File: config.mk
export PLATFORM = sky130hd
export DESIGN_NAME = pipe_track
export DESIGN_NICKNAME = d
export VERILOG_FILES = /design/src/rtl/pipe_track.sv
export SDC_FILE = /design/constraint.sdc
export NUM_CORES = 1
export LEC_CHECK = 0
export BUFFER_PORTS_ARGS = -buffer_cell sky130_fd_sc_hd__buf_2
export CAP_MARGIN = 40
export CORE_AREA = 3 3 181 148
export CTS_CLUSTER_DIAMETER = 80
export DETAILED_ROUTE_END_ITERATION = 7
export DIE_AREA = 0 0 184 151
export MAX_ROUTING_LAYER = met4
export PLACE_DENSITY = 0.69
export SLEW_MARGIN = 20
export SYNTH_ARGS = -nofsm -noshare
export SYNTH_HDL_FRONTEND = slang
export SYNTH_SLANG_ARGS = --single-unit
File: constraint.sdc
create_clock -name clk -period 12 [get_ports clk]
set_input_delay 1.2 -clock clk [delete_from_list [all_inputs] [get_ports clk]]
set_output_delay 1.2 -clock clk [all_outputs]
set_load 0.05 [all_outputs]
File: src/rtl/pipe_track.sv
// N-stage in-order pipeline tracker with valid/allowin handshaking per stage
// and register-hazard lookup against every in-flight writer.
module pipe_track #(
    parameter int STAGES = 4,
    parameter int WIDTH  = 64,
    parameter int NREAD  = 2,
    parameter int SW     = $clog2(STAGES)
) (
    input  logic                  clk,
    input  logic                  rst,
    input  logic                  flush,
    input  logic                  in_valid,
    output logic                  in_allowin,
    input  logic [WIDTH-1:0]      in_data,
    input  logic                  in_wen,
    input  logic [4:0]            in_wnum,
    input  logic [SW-1:0]         in_rdy_stage,
    input  logic [STAGES-1:0]     stage_stall,
    output logic                  out_valid,
    input  logic                  out_allowin,
    output logic [WIDTH-1:0]      out_data,
    output logic                  out_wen,
    output logic [4:0]            out_wnum,
    input  logic [5*NREAD-1:0]    rd_num,
    output logic [NREAD-1:0]      hit,
    output logic [SW*NREAD-1:0]   hit_stage,
    output logic [NREAD-1:0]      stall_req,
    output logic [SW:0]           occ
);

    logic [STAGES-1:0] valid_r;
    logic [WIDTH-1:0]  data_r [STAGES];
    logic              wen_r  [STAGES];
    logic [4:0]        wnum_r [STAGES];
    logic [SW-1:0]     rdy_r  [STAGES];

    logic [STAGES-1:0] go_s;
    logic [STAGES-1:0] allowin_s;
    logic [STAGES-1:0] up_s;
    logic [STAGES-1:0] load_s;
    logic [STAGES-1:0] nxt_valid_s;
    logic              chain_s;

    function automatic logic [SW:0] popcount(input logic [STAGES-1:0] v);
        logic [SW:0] cnt;
        cnt = '0;
        for (int k = 0; k < STAGES; k++) begin
            cnt = cnt + {{SW{1'b0}}, v[k]};
        end
        return cnt;
    endfunction

    assign go_s = ~stage_stall;

    // Back-pressure chain, evaluated from the oldest stage toward the youngest.
    always_comb begin
        chain_s   = out_allowin;
        allowin_s = '0;
        for (int k = STAGES - 1; k >= 0; k--) begin
            chain_s      = ~valid_r[k] | (go_s[k] & chain_s);
            allowin_s[k] = chain_s;
        end
    end

    // up_s[k] is the valid being offered into stage k by its producer.
    assign up_s        = {valid_r[STAGES-2:0] & go_s[STAGES-2:0], in_valid};
    assign load_s      = allowin_s & up_s & ~{STAGES{flush}};
    assign nxt_valid_s = flush ? {STAGES{1'b0}}
                               : ((allowin_s & up_s) | (~allowin_s & valid_r));

    assign in_allowin = allowin_s[0] & ~flush;
    assign out_valid  = valid_r[STAGES-1] & go_s[STAGES-1];
    assign out_data   = data_r[STAGES-1];
    assign out_wen    = wen_r[STAGES-1];
    assign out_wnum   = wnum_r[STAGES-1];

    // Valid vector and occupancy count.
    always_ff @(posedge clk or posedge rst) begin
        if (rst) begin
            valid_r <= '0;
            occ     <= '0;
        end else begin
            valid_r <= nxt_valid_s;
            occ     <= popcount(nxt_valid_s);
        end
    end

    // Stage 0 loads from the input port; later stages copy their predecessor.
    for (genvar k = 0; k < STAGES; k++) begin : g_stage
        if (k == 0) begin : g_head
            always_ff @(posedge clk or posedge rst) begin
                if (rst) begin
                    data_r[0] <= '0;
                    wen_r[0]  <= 1'b0;
                    wnum_r[0] <= 5'd0;
                    rdy_r[0]  <= '0;
                end else if (load_s[0]) begin
                    data_r[0] <= in_data;
                    wen_r[0]  <= in_wen;
                    wnum_r[0] <= in_wnum;
                    rdy_r[0]  <= in_rdy_stage;
                end
            end
        end else begin : g_body
            always_ff @(posedge clk or posedge rst) begin
                if (rst) begin
                    data_r[k] <= '0;
                    wen_r[k]  <= 1'b0;
                    wnum_r[k] <= 5'd0;
                    rdy_r[k]  <= '0;
                end else if (load_s[k]) begin
                    data_r[k] <= data_r[k-1];
                    wen_r[k]  <= wen_r[k-1];
                    wnum_r[k] <= wnum_r[k-1];
                    rdy_r[k]  <= rdy_r[k-1];
                end
            end
        end
    end

    // Hazard lookup: scanning oldest-first lets the youngest match win.
    always_comb begin
        logic [4:0] rn;
        hit       = '0;
        hit_stage = '0;
        stall_req = '0;
        for (int i = 0; i < NREAD; i++) begin
            rn = rd_num[5*i +: 5];
            for (int k = STAGES - 1; k >= 0; k--) begin
                if (valid_r[k] && wen_r[k] && (wnum_r[k] == rn) && (rn != 5'd0)) begin
                    hit[i]               = 1'b1;
                    hit_stage[SW*i +: SW] = SW'(k);
                    stall_req[i]         = (rdy_r[k] > SW'(k));
                end else begin
                    hit[i] = hit[i];
                end
            end
        end
    end

endmodule
# --- Word-level counts from Yosys, hierarchy flattened ---
# Cells that the tools add are included.
totals:
  input_bits: 91
  out_inout_bits: 83
  reg_bits: 295
op_classes:
  n_mux: 25
  n_lt_le_gt_ge: 4
  n_bitwise: 23
  n_addsub: 3
  reduce_logical: 22
  eq_ne: 8
op_table:
  columns: ["op", "count"]
  rows:
  - ["5-bit equality test", 8]
  - ["1-bit logical AND", 20]
  - ["1-bit 2-to-1 mux", 16]
  - ["2-bit 2-to-1 mux", 8]
  - ["4-bit AND", 3]
  - ["4-bit NOT", 3]
  - ["5-bit nonzero test", 2]
  - ["1-bit AND", 6]
  - ["1-bit NOT", 5]
  - ["2-bit by 1-bit > comparator with 1-bit output, second input constant", 2]
  - ["2-bit > comparator, second input constant", 2]
  - ["4-bit 2-to-1 mux", 1]
  - ["1-bit bitwise OR", 4]
  - ["4-bit bitwise OR", 1]
  - ["2-bit by 1-bit adder with 3-bit output", 1]
  - ["3-bit by 1-bit adder with 3-bit output", 1]
  - ["3-bit AND", 1]
  - ["1-bit by 1-bit adder with 2-bit output", 1]

# --- Logic depth before layout (Yosys ltp) ---
# Gate-level depths: netlist of the first run.
logic_depth:
  word_depth: 16
  depth_mapped: 9

# --- Worst setup path after synthesis of the first run ---
# No wires, ideal clock.
synth_timing:
  path_type: "input to output"
  from: "input rd_num[6]"
  to: "output hit_stage[3]"
  stages: 5
  required_ps: 10800
  path_slack_ps: 7425
  arrival_time_ps: 3375
  cell_sequence: "clkbuf_1 -> or4_1 -> nor2_1 -> nor3_1 -> nor3_1"
synth_via:
  elab_chain_len: 7
  elab_cells_between_ends: 17
  classes_between: "4 x eq/ne; 4 x mux; 9 x reduce/logical"
synth_lines:
  columns: ["item", "line_no", "rtl"]
  rows:
  - ["start, declared", "24", "input logic [5*NREAD-1:0] rd_num,"]
  - ["5-bit equality test", "130", "if (valid_r[k] && wen_r[k] && (wnum_r[k] == rn) && (rn != 5'd0)) begin"]
  - ["1-bit logical AND (2 in a row)", "130", null]
  - ["2-bit 2-to-1 mux (3 in a row)", "130", null]
  - ["2-bit 2-to-1 mux *", "130", null]
  - ["end, declared", "26", "output logic [SW*NREAD-1:0] hit_stage,"]
# Mark *: on every way between the ends. The rest lies on a longest branch, timed or not.

# --- Final worst setup path of the first run ---
layout_timing:
  from: "input rd_num[0]"
  to: "output stall_req[0]"
layout_via:
  elab_chain_len: 7
  elab_cells_between_ends: 17
  classes_between: "4 x eq/ne; 4 x mux; 9 x reduce/logical"
layout_lines:
  columns: ["item", "line_no", "rtl"]
  rows:
  - ["5-bit equality test", "130", null]
  - ["1-bit logical AND (2 in a row)", "130", null]
  - ["1-bit 2-to-1 mux (3 in a row)", "130", null]
  - ["1-bit 2-to-1 mux *", "130", null]
  - ["end, declared", "27", "output logic [NREAD-1:0] stall_req,"]
# Marked as above.

==> impl_metrics.env, run 1 <==
export IMPL_grt_pass1_wl_mm=36.70
export IMPL_fp_row_count=52
export IMPL_min_path_cells=1
export IMPL_ys_warn_count=0
export IMPL_clock_path_buffers=3
export IMPL_synth_most_common_cell="dfrtp_1"
export IMPL_dp_final_hpwl_mm=14.89
export IMPL_p_sw_mw=0.6940
export IMPL_hold_violations=0
export IMPL_grt_pass1_vias=6712
export IMPL_syn_instance_count=815
export IMPL_clkLatencyLatePin_ps=540
export IMPL_dieArea_sq_um=27780
export IMPL_synth_avg_cell_area_sq_um=15.02
export IMPL_grt_overflow=0
export IMPL_rsz0062_at_grt="no"
export IMPL_power_leakage_nw=6.641
export IMPL_coreArea_sq_um=25110
export IMPL_cts_tree="built"
export IMPL_instances_no_fill=1270
export IMPL_root_buffer="clkbuf_16"
export IMPL_finalCritPeriodShare_pct=34.38
export IMPL_comb_power_share_pct=16.7
export IMPL_via_per_inst=5.113
export IMPL_synthesis_area_sq_um=12240
export IMPL_die_h_um=151
export IMPL_area_delta_synth_final_pct=12.68
export IMPL_crit_slowest_cell="or4_1"
export IMPL_worstPathRequired_ps=10800
export IMPL_gr_usage_all_layers_pct=17.04
export IMPL_synth_common_cells="dfrtp_1, mux2_2, buf_4"
export IMPL_p_seq_share_pct=51.7
export IMPL_cts_made_buffers=29
export IMPL_clock_sinks=293
export IMPL_path_cells="buf_2 -> or4_1 -> nor2_1 -> or4_1 -> mux2i_1 -> mux2i_1 -> buf_2"
export IMPL_finClkSkew_ps=10.57
export IMPL_critPathMaxFanout=5
export IMPL_antenna_left=0
export IMPL_startpoint_type="primary input"
export IMPL_maxCapViolCount=0
export IMPL_clkPwrFrac_pct=31.6
export IMPL_dpl_cell_count=1216
export IMPL_max_freq_mhz=242.4
export IMPL_die_x_um=184
export IMPL_cp_num_buf_inv=2
export IMPL_tns_ps=0
export IMPL_portBuffers=173
export IMPL_first_iter_violations=247
export IMPL_drive_gt1_share_pct=54.14
export IMPL_ctsHtreeMaxLevel=1
export IMPL_worst_slew_pin_transition_ps=769.8
export IMPL_hold_worst_slack_ps=478.9
export IMPL_wirelength_mm=22.89
export IMPL_cpLargestDelayFamily="simple AND/OR/NAND/NOR gates"
export IMPL_endpoint_kind="output pin"
export IMPL_cp_depth=7
export IMPL_syn_nets=909
export IMPL_synth_top_area_share_pct=59.89
export IMPL_power_internal_mw=1.939
export IMPL_fillers=2099
export IMPL_final_nets=1017
export IMPL_netlist_top_cells_area="dfrtp_1, mux2_2, buf_4"
export IMPL_switching_share_pct=26.36
export IMPL_drc=0
export IMPL_path_clk_slew_ps=60
export IMPL_cts_setup_buffers=0
export IMPL_p_per_area_nw_per_um2=190.9
export IMPL_fin_crit_ps=4126
export IMPL_synth_seq_cells=293
export IMPL_ios=174
export IMPL_place_congestion=0.8762
export IMPL_vdd_drop_max_uv=138.4
export IMPL_yosys_area_top_type="dfrtp_1"
export IMPL_holdBufCountCts=0
export IMPL_slew_headroom_pct=48.68
export IMPL_slew_violations=0
export IMPL_crit_type="primary input to output pin"
export IMPL_vias=6493
export IMPL_first_pass_iters=4
export IMPL_ys_seq_area_share_pct=59.89
export IMPL_r2r_cells=5
export IMPL_hold_class="register to register"
export IMPL_async_flop_share_pct=100.0
export IMPL_grt_max_degree=78
export IMPL_setup_viol=0
export IMPL_crit_arrival_ps=2930
export IMPL_status="completed"
export IMPL_antenna_found_initial=4
export IMPL_ys_flop_type="dfrtp_1"
export IMPL_max_stage_delay_ps=520
export IMPL_synth_edf_count=0
export IMPL_cts_resized=0
export IMPL_initial_utilization_pct=48.74
export IMPL_synthDistinctLibCells=33
export IMPL_finalPower_mw=2.633
export IMPL_avgRoutedWirePerCell_um=18.02
[power by group through the flow]
stage / Clock (mW) / Combinational (mW) / Sequential, mW
global route: 0.904 / 0.480 / 1.39
floorplan: 0 / 0.391 / 1.34
CTS: 0.864 / 0.447 / 1.36
detailed placement: 0 / 0.444 / 1.38
finish: 0.832 / 0.440 / 1.36
global placement: 0 / 0.430 / 1.37
[per-layer routing]
layer	vias to the layer above	part of all wire, %	GRT usage [%]
met5	-	0	-
met3	33	6.0	4.250
met4	0	1.7	3.967
met1	3315	48	24.00
met2	149	45	25.20
li1	2996	-	-
[placed cells by master (no fill, tap or decap), types with 6 or more instances in the layout]
cell type,netlist,layout
buf_2,15,173
buf_4,69,9
clkbuf_1,10,8
clkbuf_16,0,29
dfrtp_1,293,293
inv_1,7,6
mux2_1,12,12
mux2_2,274,274
nand2_1,9,9
nand3_1,8,8
nor2_1,7,7
nor3_1,7,6
xnor2_1,40,40
[state kept, by name (all words and copies together), names as in the netlist]
register / cells
rdy_r: 6
wen_r: 3
occ: 3
data_r: 192
valid_r: 4
wnum_r: 15
out_wnum: 5
out_wen: 1
out_data: 64
[logic make-up after synthesis]
| kind of cell | Yosys count | share of synthesized area (%) |
|---|---|---|
| compound gates | 19 | 1.145 |
| xor+xnor | 40 | 2.862 |
| fa+ha+maj | 3 | 0.3679 |
| buf+inv | 116 | 6.684 |
| simple gates | 54 | 2.412 |
| flops | 293 | 59.89 |
| mux | 290 | 26.64 |
[through the flow]
step	util, %	worst slack (ps)	instance area (sq um)
after floorplan	-	2709	12240
after global placement	51.00	7955	12810
after detailed placement	51.40	7904	12910
after CTS	54.89	7894	13780
after global routing	54.93	7812	13790
final	54.93	7874	13790
[layout make-up]
type	count	area [sq um]	area share, %
Timing Repair Buffer	186	1028	7.456
Tap cell	324	405.4	2.939
Clock buffer	42	824.5	5.977
Multi-Input combinational cell	406	4110	29.80
Inverter	7	33.78	0.2449
Clock inverter	8	50.05	0.3628
Antenna cell	4	10.01	0.07256
Sequential cell	293	7332	53.15
[worst register-to-register path, stage by stage, from the launching register on]
cell     delay (ps)
dfrtp_1         440
o21a_1          250
o21a_1          150
or3_4           390
buf_4           670
mux2_2          460
[path summary, 6_finish.rpt]
kind                                   from      endpoint  slack, ps
worst max-delay path              rd_num[0]  stall_req[0]       7870
worst min-delay path            data_r[178]   data_r[178]        480
worst max register to register   valid_r[3]   data_r[120]       9540
worst min register to register  data_r[178]   data_r[178]        480
max in group asynchronous               rst   data_r[157]       9900
min in group asynchronous               rst   data_r[201]        710
Power figures use the tool's default switching activity.
==> run 2, diff against run 1 <==
--- a/config.mk
+++ b/config.mk
@@ -12,7 +12,7 @@
 export DETAILED_ROUTE_END_ITERATION = 7
 export DIE_AREA = 0 0 184 151
 export MAX_ROUTING_LAYER = met4
-export PLACE_DENSITY = 0.69
+export PLACE_DENSITY = 0.72
 export SLEW_MARGIN = 20
 export SYNTH_ARGS = -nofsm -noshare
 export SYNTH_HDL_FRONTEND = slang
==> constraint.sdc (replaced) <==
create_clock -name clk -period 3.5 [get_ports clk]
set_input_delay 0.35 -clock clk [delete_from_list [all_inputs] [get_ports clk]]
set_output_delay 0.35 -clock clk [all_outputs]
set_load 0.05 [all_outputs]
==> run 2 against run 1 <==
  * Utilization rose by 0.17 points
  * Final cell count about the same
  * First-iteration DRC count fell by 21%
  * Clock power increased to 3.5 times the previous value
  * Non-clock buffer count grew 4
  * Hold slack lost 440 ps
  * Sequential share of layout area fell by 0.16 points
  * Power rose to 3.4 times the previous value
  * Count of clock-buffer cells in the layout is 1 lower
  * Die area is the same
  * Wire length is 0.89% higher
  * Critical path type is now register to output pin
  * Largest cell class unchanged
  * Largest power group unchanged
  * Highest routed layer unchanged
==> impl_metrics.env, run 2 (synthesis results as in run 1) <==
export IMPL_status="completed"
export IMPL_slew_headroom_pct=52.57
export IMPL_antenna_left=0
export IMPL_gr_usage_all_layers_pct=17.22
export IMPL_cp_depth=6
export IMPL_first_pass_iters=4
export IMPL_ios=174
export IMPL_die_h_um=151
export IMPL_root_buffer="clkbuf_16"
export IMPL_drive_gt1_share_pct=54.03
export IMPL_cts_tree="built"
export IMPL_fillers=2079
export IMPL_area_delta_synth_final_pct=13.03
export IMPL_final_common_cell="dfrtp_1"
export IMPL_r2r_start="valid_r[3]"
export IMPL_p_per_area_nw_per_um2=656.0
export IMPL_clkLatencyLatePin_ps=540
export IMPL_crit_slowest_cell="or4_1"
export IMPL_clock_path_buffers=3
export IMPL_clock_sinks=293
export IMPL_critPathMaxFanout=4
export IMPL_wirelength_mm=23.09
export IMPL_avgRoutedWirePerCell_um=18.20
export IMPL_startpoint_type="register"
export IMPL_vias=6473
export IMPL_cpLargestDelayFamily="simple AND/OR/NAND/NOR gates"
export IMPL_cts_made_buffers=29
export IMPL_worst_slew_pin_transition_ps=711.5
export IMPL_crit_type="register to output pin"
export IMPL_crit_start="wnum_r[10]"
export IMPL_finalPower_mw=9.077
export IMPL_finClkSkew_ps=20.83
export IMPL_maxCapViolCount=0
export IMPL_dieArea_sq_um=27780
export IMPL_r2r_cells=8
export IMPL_place_congestion=0.8910
export IMPL_grt_pass1_vias=6808
export IMPL_hold_class="primary input to register"
export IMPL_dp_final_hpwl_mm=15.49
export IMPL_fin_crit_ps=2807
export IMPL_vdd_drop_max_uv=393.4
export IMPL_rsz0062_at_grt="no"
export IMPL_slew_violations=0
export IMPL_antenna_found_initial=3
export IMPL_die_x_um=184
export IMPL_fp_row_count=52
export IMPL_cts_resized=0
export IMPL_initial_utilization_pct=48.74
export IMPL_largest_reg_flops=192
export IMPL_first_iter_violations=196
export IMPL_max_stage_delay_ps=480
export IMPL_timing_reg2reg_setup_slack_ps=1200
export IMPL_path_cells="xnor2_1 -> nand3_1 -> or4_1 -> mux2i_1 -> mux2i_1 -> buf_2"
export IMPL_endpoint_kind="output pin"
export IMPL_via_per_inst=5.101
export IMPL_crit_arrival_ps=2460
export IMPL_hold_violations=0
export IMPL_path_clk_slew_ps=60
export IMPL_max_freq_mhz=356.3
export IMPL_final_cell_mix="dfrtp_1, mux2_2, buf_2"
export IMPL_grt_pass1_wl_mm=37.10
export IMPL_finalCritPeriodShare_pct=80.20
export IMPL_grt_overflow=0
export IMPL_design_area_sq_um=13840
export IMPL_coreArea_sq_um=25110
export IMPL_ctsHtreeMaxLevel=1
export IMPL_setup_viol=0
export IMPL_portBuffers=173
export IMPL_worstPathRequired_ps=3150
export IMPL_max_flop_register="data_r"
export IMPL_final_nets=1021
export IMPL_drc=0
export IMPL_r2r_end="occ[1]"
export IMPL_cp_common_cell="mux2i_1"
export IMPL_multi_input_area_sq_um=4110
export IMPL_endpoint="stall_req[0]"
export IMPL_place_area_sq_um=12950
export IMPL_grt_max_degree=81
export IMPL_seqCellArea_sq_um=7332
export IMPL_power_leakage_nw=6.659
export IMPL_cp_num_buf_inv=1
[run 2: through the flow]
| stage | setup WS (ps) | std cells | utilization (%) | setup TNS, ps | hold WS, ps |
|---|---|---|---|---|---|
| 2_1_floorplan | -739.1 | 815 | - | -216570 | 454.1 |
| 3_3_place_gp | 1117 | 1218 | 51.49 | 0 | 465.9 |
| 3_5_place_dp | 1081 | 1219 | 51.57 | 0 | 349.7 |
| 4_1_cts | 716.5 | 1266 | 55.07 | 0 | 9.559 |
| 5_1_grt | 555.7 | 1269 | 55.10 | 0 | 9.987 |
| 6_report | 693.0 | 1269 | 55.10 | 0 | 38.68 |
[run 2: report_power, final]
group          switching (mW)  internal (mW)
combinational           0.700          0.818
sequential              0.464           4.21
clock                    1.22           1.67
[run 2: per-layer routing]
metal | vias to the layer above | wire [um] | GRT usage, %
met4 | 0 | 563 | 4.042
met2 | 155 | 10460 | 26.54
met3 | 38 | 1102 | 3.193
li1 | 2986 | - | -
met5 | - | 0 | -
met1 | 3294 | 10970 | 24.07
[run 2: layout make-up]
cell class | count | share of cell area [%]
timing repair buffer | 190 | 7.831
inverter | 7 | 0.2170
antenna | 3 | 0.05425
sequential | 293 | 52.99
multi-input combinational | 406 | 29.70
clock buffer | 41 | 5.859
tap | 324 | 2.930
clock inverter | 5 | 0.4160
[run 2: what timing repair did]
item | CTS | global route
hold buffers | 1 | 0
setup buffers | 0 | 0
endpoints found under the hold margin | 7 | 0
[run 2: worst reg2reg max path: stages, from the launching register on]
cell and delay (ps):
dfrtp_1 410, o21a_1 230, o311a_4 210, o21ai_0 110
a21o_1 230, fa_1 530, inv_1 40, ha_1 170
ha_1 270
[run 2: worst min-delay path by stage]
| stage | startpoint | to | cells after the start |
|---|---|---|---|
| finish | in_data[60] | data_r[252] | 2 |
| global route | in_data[34] | data_r[226] | 2 |
| CTS | in_wnum[0] | wnum_r[15] | 2 |
| detailed placement | rst | data_r[91] | 2 |
| global placement | data_r[173] | data_r[173] | 1 |
| floorplan | data_r[151] | data_r[151] | 1 |
